==> config.mk <==
export PLATFORM = sky130hd
export DESIGN_NAME = obstacle_scheduler
export DESIGN_NICKNAME = d
export VERILOG_FILES = /design/src/rtl/obstacle_pkg.sv /design/src/rtl/obstacle_scheduler_step_timer.sv /design/src/rtl/obstacle_scheduler.sv
export SDC_FILE = /design/constraint.sdc
export NUM_CORES = 1
export LEC_CHECK = 0
export CAP_MARGIN = 30
export CORE_MARGIN = 4
export CORE_UTILIZATION = 35
export DETAILED_ROUTE_END_ITERATION = 10
export DONT_BUFFER_PORTS = 1
export PLACE_DENSITY_LB_ADDON = 0.15
export SKIP_CTS_REPAIR_TIMING = 1
export SLEW_MARGIN = 30
export SYNTH_ARGS = -nofsm -noshare
export SYNTH_HDL_FRONTEND = slang
export SYNTH_SLANG_ARGS = --single-unit
==> constraint.sdc <==
create_clock -name clk -period 3.2 [get_ports clk]
set_input_delay 0.64 -clock clk [delete_from_list [all_inputs] [get_ports clk]]
set_output_delay 0.64 -clock clk [all_outputs]
set_load 0.005 [all_outputs]
==> src/rtl/obstacle_pkg.sv <==
// Shared types and constants for the two-lane obstacle scheduler.
// The game state encoding is visible on the scheduler's state port.
package obstacle_pkg;

    typedef enum logic [1:0] {
        IDLE = 2'd0,
        RUN  = 2'd1,
        HIT  = 2'd2,
        OVER = 2'd3
    } game_state_t;

    localparam int SPAWN_X_DEFAULT = 740;
    localparam int SCREEN_W        = 800;
    localparam int ROW_COUNT       = 4;

    localparam int X_W     = 10;
    localparam int ROW_W   = 2;
    localparam int TYPE_W  = 2;
    localparam int LEVEL_W = 3;
    localparam int DIST_W  = 16;

    // Bump the random row by one when it would line up with the other lane.
    function automatic logic [ROW_W-1:0] pick_row(input logic [ROW_W-1:0] rnd_row,
                                                  input logic [ROW_W-1:0] other_row);
        return (rnd_row == other_row) ? ROW_W'(rnd_row + 1'b1) : rnd_row;
    endfunction

endpackage

==> src/rtl/obstacle_scheduler_step_timer.sv <==
// Step pulse generator: level-dependent period, tick counter, distance and level.
// The period shrinks by TICK_DEC per level down to a TICK_MIN floor.
module step_timer
    import obstacle_pkg::*;
#(
    parameter int TICK_BASE   = 1023,
    parameter int TICK_DEC    = 64,
    parameter int TICK_MIN    = 255,
    parameter int LEVEL_STEPS = 512,
    parameter int MAX_LEVEL   = 7
) (
    input  logic               clk,
    input  logic               reset_n,
    input  logic               run,
    input  logic               clear,
    input  logic               hold,
    output logic               step,
    output logic               step_due,
    output logic [LEVEL_W-1:0] level,
    output logic [DIST_W-1:0]  distance
);

    localparam int PER_W       = 11;
    localparam int LEVEL_SHIFT = $clog2(LEVEL_STEPS);

    logic [PER_W-1:0]   tick_cnt;
    logic [PER_W-1:0]   period;
    logic [PER_W-1:0]   dec;
    logic [DIST_W-1:0]  level_raw;
    logic [LEVEL_W-1:0] level_next;

    // NOTE: every always_comb output gets a default first so no path can infer a latch.
    always_comb begin
        period = PER_W'(TICK_MIN);
        dec    = PER_W'(level) * PER_W'(TICK_DEC);
        if (({1'b0, dec} + 12'(TICK_MIN)) <= 12'(TICK_BASE))
            period = PER_W'(TICK_BASE) - dec;
    end

    always_comb begin
        level_raw  = distance >> LEVEL_SHIFT;
        level_next = level_raw[LEVEL_W-1:0];
        if (level_raw > DIST_W'(MAX_LEVEL))
            level_next = LEVEL_W'(MAX_LEVEL);
    end

    // A collision in the same cycle wins over the step.
    assign step     = run && !hold && (tick_cnt == period);
    assign step_due = run && (PER_W'(tick_cnt + 1'b1) == period);

    // NOTE: state registers use non-blocking assignments so every flop samples pre-edge values.
    always_ff @(posedge clk or negedge reset_n) begin
        if (!reset_n) begin
            tick_cnt <= '0;
            distance <= '0;
            level    <= '0;
        end else if (clear) begin
            tick_cnt <= '0;
            distance <= '0;
            level    <= '0;
        end else begin
            if (run)
                tick_cnt <= (tick_cnt == period) ? '0 : PER_W'(tick_cnt + 1'b1);
            if (step && (distance != '1))
                distance <= distance + 1'b1;
            level <= level_next;
        end
    end

endmodule

==> src/rtl/obstacle_scheduler.sv <==
// Game controller: IDLE/RUN/HIT/OVER state machine plus the two-lane respawn arbiter.
// Step timing, distance and level live in step_timer.
module obstacle_scheduler
    import obstacle_pkg::*;
#(
    parameter int TICK_BASE   = 1023,
    parameter int TICK_DEC    = 64,
    parameter int TICK_MIN    = 255,
    parameter int LEVEL_STEPS = 512,
    parameter int MAX_LEVEL   = 7,
    parameter int SPAWN_X     = SPAWN_X_DEFAULT,
    parameter int MIN_GAP     = 180,
    parameter int HIT_CYCLES  = 2047
) (
    input  logic               clk,
    input  logic               reset_n,
    input  logic               start,
    input  logic               collision,
    input  logic [1:0]         spawn_req,
    input  logic [X_W-1:0]     obs1_x,
    input  logic [X_W-1:0]     obs2_x,
    input  logic [3:0]         rnd,
    output logic               step,
    output logic [1:0]         spawn_gnt,
    output logic [ROW_W-1:0]   spawn_row,
    output logic [TYPE_W-1:0]  spawn_type,
    output logic [LEVEL_W-1:0] level,
    output logic [DIST_W-1:0]  distance,
    output logic [1:0]         state
);

    localparam int                HIT_W   = $clog2(HIT_CYCLES + 1);
    localparam logic [X_W-1:0]    LIMIT_X = X_W'(SPAWN_X - MIN_GAP);

    game_state_t      cur_state, next_state;
    logic [HIT_W-1:0] hit_cnt;
    logic             run, clear, step_due;

    logic [1:0]       gnt_q;
    logic [1:0]       elig;
    logic             gnt_lane;
    logic             grant_ok;
    logic             rr_ptr;
    logic [ROW_W-1:0] new_row;
    logic [ROW_W-1:0] last_row [2];

    assign run   = (cur_state == RUN);
    assign clear = (cur_state == IDLE) && start;
    assign state = cur_state;

    step_timer #(
        .TICK_BASE   (TICK_BASE),
        .TICK_DEC    (TICK_DEC),
        .TICK_MIN    (TICK_MIN),
        .LEVEL_STEPS (LEVEL_STEPS),
        .MAX_LEVEL   (MAX_LEVEL)
    ) u_step_timer (
        .clk      (clk),
        .reset_n  (reset_n),
        .run      (run),
        .clear    (clear),
        .hold     (collision),
        .step     (step),
        .step_due (step_due),
        .level    (level),
        .distance (distance)
    );

    always_ff @(posedge clk or negedge reset_n) begin
        if (!reset_n) cur_state <= IDLE;
        else          cur_state <= next_state;
    end

    always_comb begin
        next_state = cur_state;
        case (cur_state)
            IDLE:    if (start)            next_state = RUN;
            RUN:     if (collision)        next_state = HIT;
            HIT:     if (hit_cnt == '0)    next_state = OVER;
            OVER:    if (start)            next_state = IDLE;
            default:                       next_state = IDLE;
        endcase
    end

    // Loaded so that OVER follows exactly HIT_CYCLES cycles spent in HIT.
    always_ff @(posedge clk or negedge reset_n) begin
        if (!reset_n)
            hit_cnt <= '0;
        else if (run && collision)
            hit_cnt <= HIT_W'(HIT_CYCLES - 1);
        else if ((cur_state == HIT) && (hit_cnt != '0))
            hit_cnt <= hit_cnt - 1'b1;
    end

    // A lane whose partner is itself waiting at x==0 is off screen, so it never blocks.
    always_comb begin
        elig[0]  = spawn_req[0] && ((obs2_x <= LIMIT_X) || spawn_req[1]);
        elig[1]  = spawn_req[1] && ((obs1_x <= LIMIT_X) || spawn_req[0]);
        gnt_lane = 1'b0;
        case (elig)
            2'b11:   gnt_lane = rr_ptr;
            2'b10:   gnt_lane = 1'b1;
            default: gnt_lane = 1'b0;
        endcase
        // Holding off while a grant is out keeps a still-high request from being re-granted,
        // and skipping step_due keeps the grant out of the step cycle.
        grant_ok = run && !collision && !step_due && (gnt_q == 2'b00) && (elig != 2'b00);
        new_row  = pick_row(rnd[1:0], last_row[~gnt_lane]);
    end

    // NOTE: the two-entry last_row array is reset because its contents steer the first grants.
    always_ff @(posedge clk or negedge reset_n) begin
        if (!reset_n) begin
            gnt_q       <= 2'b00;
            spawn_row   <= '0;
            spawn_type  <= '0;
            rr_ptr      <= 1'b0;
            last_row[0] <= ROW_W'(0);
            last_row[1] <= ROW_W'(1);
        end else begin
            gnt_q <= 2'b00;
            if (grant_ok) begin
                gnt_q              <= gnt_lane ? 2'b10 : 2'b01;
                spawn_row          <= new_row;
                spawn_type         <= rnd[3:2];
                last_row[gnt_lane] <= new_row;
                rr_ptr             <= ~gnt_lane;
            end
        end
    end

    assign spawn_gnt = (run && !collision) ? gnt_q : 2'b00;

endmodule

==> results by group, run 1 <==
Logic synthesis
  – Number of warnings printed during yosys synthesis: 0
  – Post-synthesis average cell area: around 9.3 µm²
  – Fraction of post-synthesis cell area in the top cell type by area: 42.4%
  – Most common cell in the netlist: dfrtp_1
  – Post-synth EDFFs: 0
  – Portion of the post-synthesis area used by sequential elements: 43.2%
  – Cells taking the most area after synthesis: dfrtp_1 (42%), xor2_1 (5.3%), nor2_1 (4.3%), nand2_1 (3.7%), ha_1 (3.6%)
  – Ys async rst share: 100%
  – Count of mapped cells out of synthesis: between 300 and 400
  – Combined area of all synthesized cells: 0.00313 mm²
  – Ranking of synthesized cells by instance count: dfrtp_1 (53), nor2_1 (36), nand2_1 (31)
  – Most used flip-flop cell after synthesis: dfrtp_1
  – Synthesized flop and latch total: 54
  – Net Count, Synth: 377
  – Cell taking the most area after synthesis: dfrtp_1
  – Unique cell type count in the Yosys netlist: 52

Layout
  – Filler instances: roughly 850
  – Fraction of layout instances using a drive strength above 1: 7.08%
  – Multi-input gate area in the final layout: 0.00166 mm²
  – Diode count: 0
  – Number of nets in the finished design: 377
  – Area growth from synthesis to layout: 7.84%
  – Post-Route Utilization: 38.7%
  – Reg area: 0.00135 mm²

Route
  – DRC violation count after routing: 0
  – Via count of the routed design: 2397
  – DR pass1 iterations: 4
  – Detailed Route Iter0 Violations: 129
  – Routed WL per cell: 15.6 µm
  – Post-detailed-route via-to-cell ratio: 5.36
  – Sum of routed wire length over all layers: 6970 µm
  – Antenna Nets Post-Route: 0

Job
  – Max-capacitance violation count: 0

STA
  – Unrepaired setup endpoints after global routing: false
  – Final hold violation count: 0
  – Final setup fails: 0
  – Setup tns final: 0 ns
  – Clock tree skew after final layout: 0.00793 ns
  – Slew headroom: approximately 53%
  – Final count of pins violating max slew: 0
  – Portion of the clock cycle consumed by the worst path in the final layout: ~86%
  – Peak clock frequency supported by timing: 364 MHz
  – Pin slew with the least headroom to its limit: roughly 0.70 ns
  – Fin crit period: approximately 2.7 ns
  – Worst-case setup margin in the final layout: 0.456 ns

Critical path
  – Worst path slowest cell: o211ai_2
  – Worst-path fanout max: 17
  – CP Class: reg2reg
  – WP data required: approximately 3.4 ns
  – R2R setup slack: around 0.46 ns
  – Sequence of cells on the critical path: ha_1 -> and4_1 -> nand4_1 -> o211ai_2 -> nor2b_1 -> o21ai_0 -> o31ai_1
  – Top Family by Delay on Critical Path: compound AO/OA/AOI/OAI gates
  – Worst path buffer plus inverter count: 0
  – Max stage delay on crit path: 0.69 ns
  – Critical path arrival: ~2.9 ns
  – Startpoint kind of the worst setup timing path: register
  – Type of destination of the critical path: register

Global routing
  – Remaining Overflow, GRT: 0
  – Antenna violations before repair: 0
  – Total global routing track utilization: a little over an eighth
  – Pin count of the biggest net entering global routing: 55
  – First-pass GRT wire length: between 10000 and 15000 µm
  – Number of global-route vias before repair: between 2k and 2.5k

Placed design
  – Weighted congestion reported at the end of routability-driven placement: 0.788
  – Estimated wirelength of the detail-placed design: roughly 5000 µm
  – Port-buffer cells: 0
  – Worst-case setup slack after placement: roughly 0.46 ns

Die
  – Total Die Area: about 0.011 mm²
  – Number of top-level pins: 58
  – FP Rows: 34
  – Starting density of the core: a little over a third
  – Die boundary width: between 100 and 150 µm
  – Core region area: between 0.008 and 0.009 mm²
  – Chip height: a little over 100 µm

CTS
  – Count of H-tree levels built during CTS: 2
  – Num CTS Buffers: 5
  – Clock tree from TritonCTS: done
  – Clock buffer depth: 2
  – Clock latency on the worst-skew pair: slightly above 0.3 ns
  – CTS Sinks: 54
  – Root buffer selected by CTS: clkbuf_8
  – Clock transition time at the flip-flop clock pins of the worst setup and hold paths: 0.10 ns

Run status
  – Result of the run: completed

Power and ir drop
  – IR Drop Worst-Case VDD: 300 µV
  – Static leakage: ~1.5 nW
  – Power per cell area: just under 600 mW/mm²

Hold path
  – Worst hold-check path type: in2async
[state kept, by name, summed over array words and instances (netlist names)]
signal,flops
u_step_timer.level,3
state,2
hit_cnt,11
u_step_timer.distance,16
spawn_row,2
gnt_q,2
last_row,4
spawn_type,2
rr_ptr,1
u_step_timer.tick_cnt,11
[path summary, 6_finish.rpt]
check | startpoint | end | depth (start not counted)
worst max-delay path | u_step_timer.tick_cnt[0] | u_step_timer.tick_cnt[3] | 7
worst min register to register | last_row[0] | last_row[0] | 2
min in group clk | collision | hit_cnt[0] | 1
max in group asynchronous | reset_n | last_row[2] | 1
worst max register to register | u_step_timer.tick_cnt[0] | u_step_timer.tick_cnt[3] | 7
worst min-delay path | reset_n | hit_cnt[6] | 0
[layout by cell type (no fill, tap or decap), drive strengths merged, types with 3 or more instances in the layout]
| cell type | instances |
|---|---|
| o211ai | 4 |
| nor3 | 8 |
| nand2 | 31 |
| nand4 | 12 |
| nor2 | 36 |
| or3 | 5 |
| nor2b | 8 |
| o41ai | 3 |
| xor2 | 19 |
| o21ai | 21 |
| dfrtp | 53 |
| mux2 | 5 |
| a21oi | 8 |
| mux2i | 6 |
| o31ai | 4 |
| and2 | 4 |
| inv | 20 |
| clkbuf | 6 |
| nand3 | 20 |
| and3 | 9 |
| and4 | 4 |
| nand2b | 5 |
| ha | 9 |
| nor4 | 7 |
| xnor2 | 7 |
[logic make-up after synthesis]
logic type      synth area share, %
fa+ha+maj                      3.60
mux                            3.72
buf+inv                        3.76
flops                          43.2
compound gates                 12.0
simple gates                   26.4
xor+xnor                       7.28
[power by group]
group	total, mW	switching [mW]	internal (mW)
Clock	0.500	0.242	0.258
Combinational	0.548	0.337	0.211
Sequential	0.913	0.114	0.799
[routing by layer]
layer | up-vias | track usage [%] | part of all wire [%]
met3 | 4 | 3.79 | 6.7
met2 | 53 | 20.3 | 46
met5 | - | 0 | 0
met1 | 1144 | 18.2 | 46
li1 | 1196 | - | -
met4 | 0 | 3.53 | 0.70
[area by class of cell]
| type | instances | share of cell area, % |
|---|---|---|
| clock buffers | 6 | 2.45 |
| clock inverters | 2 | 1.15 |
| inverters | 19 | 2.11 |
| multi-input cells | 256 | 49.1 |
| flip-flops and latches | 54 | 40.1 |
| well taps | 108 | 4.01 |
| repair buffers | 2 | 1.04 |
[worst reg2reg max path: cells and delay by family (launching register included)]
| family | cells | cell delay (ns) |
|---|---|---|
| AO/OA/AOI/OAI | 3 | 0.94 |
| AND/OR/NAND/NOR | 3 | 0.78 |
| adder cells (fa/ha/maj) | 1 | 0.40 |
| flip-flops | 1 | 0.50 |
[per-stage QoR]
step / total power [mW] / instances / hold slack [ns] / cell area [µm²]
after floorplan: 1.33 / 338 / 0.344 / 3130
after global placement: 1.45 / 438 / 0.346 / 3220
after detailed placement: 1.47 / 438 / 0.346 / 3220
after CTS: 1.97 / 446 / -0.00316 / 3350
after global routing: 2.10 / 447 / 0.00147 / 3370
final: 1.96 / 447 / 0.0135 / 3370
Note: power is estimated with default switching activity, not from simulation.
==> run 2, diff against run 1 <==
--- a/config.mk
+++ b/config.mk
@@ -6,6 +6,7 @@
 export NUM_CORES = 1
 export LEC_CHECK = 0
 export CAP_MARGIN = 30
+export CORE_ASPECT_RATIO = 1.25
 export CORE_MARGIN = 4
 export CORE_UTILIZATION = 35
 export DETAILED_ROUTE_END_ITERATION = 10
==> run 2 against run 1 <==
Compared with the run above:
- power down 3.8%
- register-to-register slack gained 0.06 ns
- clock skew barely moved
- design area is 0.15% lower
- cell count increased by 2.9%
- first-iteration DRC count decreased by 33%
- via count rose by 1.4%
- non-clock buffer count is 1 higher
- combinational power rose by 2%
- critical endpoint is now step
==> results by group, run 2 (same netlist as run 1, synthesis figures left out) <==
Route
  – Routed WL per cell: 15.5 µm (-0.68%)
  – Detailed Route Iter0 Violations: 87 (-33%)
  – DR pass1 iterations: 6 (+2)
  – Antenna Nets Post-Route: 0 (unchanged)
  – Via count of the routed design: 2430 (+1.4%)
  – DRC violation count after routing: 0 (unchanged)
  – Post-detailed-route via-to-cell ratio: 5.28 (-1.5%)
  – Sum of routed wire length over all layers: 7120 µm (+2.2%)

Power and ir drop
  – Power per cell area: 560 mW/mm² (-3.7%)
  – IR Drop Worst-Case VDD: 172 µV (-43%)
  – Static leakage: 1.48 nW (-0.84%)
  – Post-layout power: 1.89 mW (-3.8%)

Critical path
  – Max stage delay on crit path: 0.49 ns (-0.20 ns)
  – Critical path arrival: 2.08 ns (-0.84 ns)
  – Stages on worst setup path: 4 (-3)
  – Worst setup path startpoint: u_step_timer.tick_cnt[0]
  – Startpoint kind of the worst setup timing path: register
  – WP data required: 2.56 ns (-0.81 ns)
  – Top Family by Delay on Critical Path: simple AND/OR/NAND/NOR gates
  – Worst reg2reg path depth: 7 (unchanged)
  – R2R setup slack: 0.52 ns (+0.06 ns)
  – Worst path slowest cell: dfrtp_1
  – Endpoint of the most critical register-to-register path: u_step_timer.tick_cnt[9]
  – Worst path buffer plus inverter count: 0 (unchanged)
  – Worst-path fanout max: 9 (-8)
  – Critical Path End: step
  – Type of destination of the critical path: primary output
  – CP Class: reg2out
  – Worst R2R Start: u_step_timer.tick_cnt[0]
  – Sequence of cells on the critical path: ha_1 -> and4_1 -> nand2_1 -> nor4_2

Die
  – Chip height: 114 µm (+11%)
  – Total Die Area: 0.0105 mm² (about the same)
  – Die boundary width: 92.6 µm (-9.7%)
  – Starting density of the core: 36.0% (+0.083 points)
  – Core region area: 0.00870 mm² (-0.23%)
  – Number of top-level pins: 58 (unchanged)
  – FP Rows: 38 (+12%)

STA
  – Final count of pins violating max slew: 0 (unchanged)
  – Unrepaired setup endpoints after global routing: false
  – Slew headroom: 56.9% (+3.4 points)
  – Peak clock frequency supported by timing: 368 MHz (+0.85%)
  – Worst-case setup margin in the final layout: 0.479 ns (+0.0230 ns)
  – Pin slew with the least headroom to its limit: 0.645 ns (-0.0514 ns)
  – Final setup fails: 0 (unchanged)
  – Portion of the clock cycle consumed by the worst path in the final layout: 85.0% (-0.72 points)
  – Final hold violation count: 0 (unchanged)
  – Setup tns final: 0 ns (unchanged)
  – Clock tree skew after final layout: 0.00830 ns (+0.000364 ns)
  – Fin crit period: 2.72 ns (-0.0230 ns)

Layout
  – Most flops, register: u_step_timer.distance
  – Largest registers: u_step_timer.distance: 16 flops, hit_cnt: 11 flops, u_step_timer.tick_cnt: 11 flops
  – Area growth from synthesis to layout: 7.68%
  – Number of nets in the finished design: 378 (+0.27%)
  – Highest-count cells in the layout ignoring fill and taps: dfrtp_1 (53), nor2_1 (36), nand2_1 (31)
  – Fraction of layout instances using a drive strength above 1: 7.35% (+0.27 points)
  – Commonest non-fill, non-tap cell in the layout: dfrtp_1
  – Max reg flops: 16 (unchanged)
  – Diode count: 0 (unchanged)

Global routing
  – Pin count of the biggest net entering global routing: 55 (unchanged)
  – Total global routing track utilization: 14.4% (+1.3 points)
  – First-pass GRT wire length: 12200 µm (+9.6%)
  – Number of global-route vias before repair: 2482 (+9.7%)
  – Antenna violations before repair: 0 (unchanged)
  – Remaining Overflow, GRT: 0 (unchanged)

CTS
  – CTS Sinks: 54 (unchanged)
  – Count of H-tree levels built during CTS: 2 (unchanged)
  – Clock buffer depth: 2 (unchanged)
  – Clock tree from TritonCTS: done
  – Clock transition time at the flip-flop clock pins of the worst setup and hold paths: 0.11 ns (about the same)
  – Num CTS Buffers: 5 (unchanged)
  – Clock latency on the worst-skew pair: 0.32 ns (about the same)
  – Root buffer selected by CTS: clkbuf_8

Placed design
  – Worst-case setup slack after placement: 0.538 ns (+0.0797 ns)
  – Port-buffer cells: 0 (unchanged)
  – Estimated wirelength of the detail-placed design: 5140 µm (+2.7%)
  – Weighted congestion reported at the end of routability-driven placement: 0.803 (+1.8%)

Hold path
  – Worst hold-check path type: in2async

Run status
  – Result of the run: completed

Job
  – Max-capacitance violation count: 0 (unchanged)
## run 2: how the worst min path moves through the flow
stage | start | to | slack, ns | cells past startpoint
6_report | reset_n | last_row[0] | 0.14 | 0
5_1_grt | reset_n | last_row[0] | 0.12 | 0
4_1_cts | reset_n | u_step_timer.tick_cnt[7] | -0.02 | 0
3_5_place_dp | reset_n | state[0] | 0.35 | 0
3_3_place_gp | reset_n | hit_cnt[4] | 0.35 | 0
2_1_floorplan | reset_n | gnt_q[0] | 0.34 | 0
## run 2: power breakdown
part | switching [mW] | total (mW) | internal [mW]
combinational | 0.341 | 0.560 | 0.219
clock | 0.254 | 0.413 | 0.159
sequential | 0.114 | 0.913 | 0.799
total | 0.710 | 1.89 | 1.18
## run 2: stage by stage
step                      utilization (%)  cells  cell area [µm²]  hold WS (ns)
after floorplan                         -    338             3130         0.344
after global placement               37.3    451             3250         0.347
after detailed placement             37.3    451             3250         0.347
after CTS                            38.4    459             3340       -0.0209
after global routing                 38.7    460             3370         0.115
final                                38.7    460             3370         0.144
## run 2: layout make-up
type,count,area [µm²]
sequential,54,1350
clock inverter,3,25.0
inverter,19,71.3
multi-input combinational,256,1660
fill,897,5330
tap,120,150
clock buffer,5,68.8
timing repair buffer,3,42.5
## run 2: worst register-to-register path, cell delays in order (launching register included)
cell	delay, ns
dfrtp_1	0.49
ha_1	0.38
and4_1	0.35
nand4_1	0.33
o211ai_2	0.64
a31oi_1	0.08
o21ai_0	0.19
o41ai_1	0.10
## run 2: per-layer routing
layer  track usage [%]  vias up  part of all wire, %
met4              4.76        0                  1.6
met5                 0        -                    0
met2              24.2       55                   49
met3              3.83        9                  6.2
met1              18.1     1159                   43
li1                  -     1207                    -
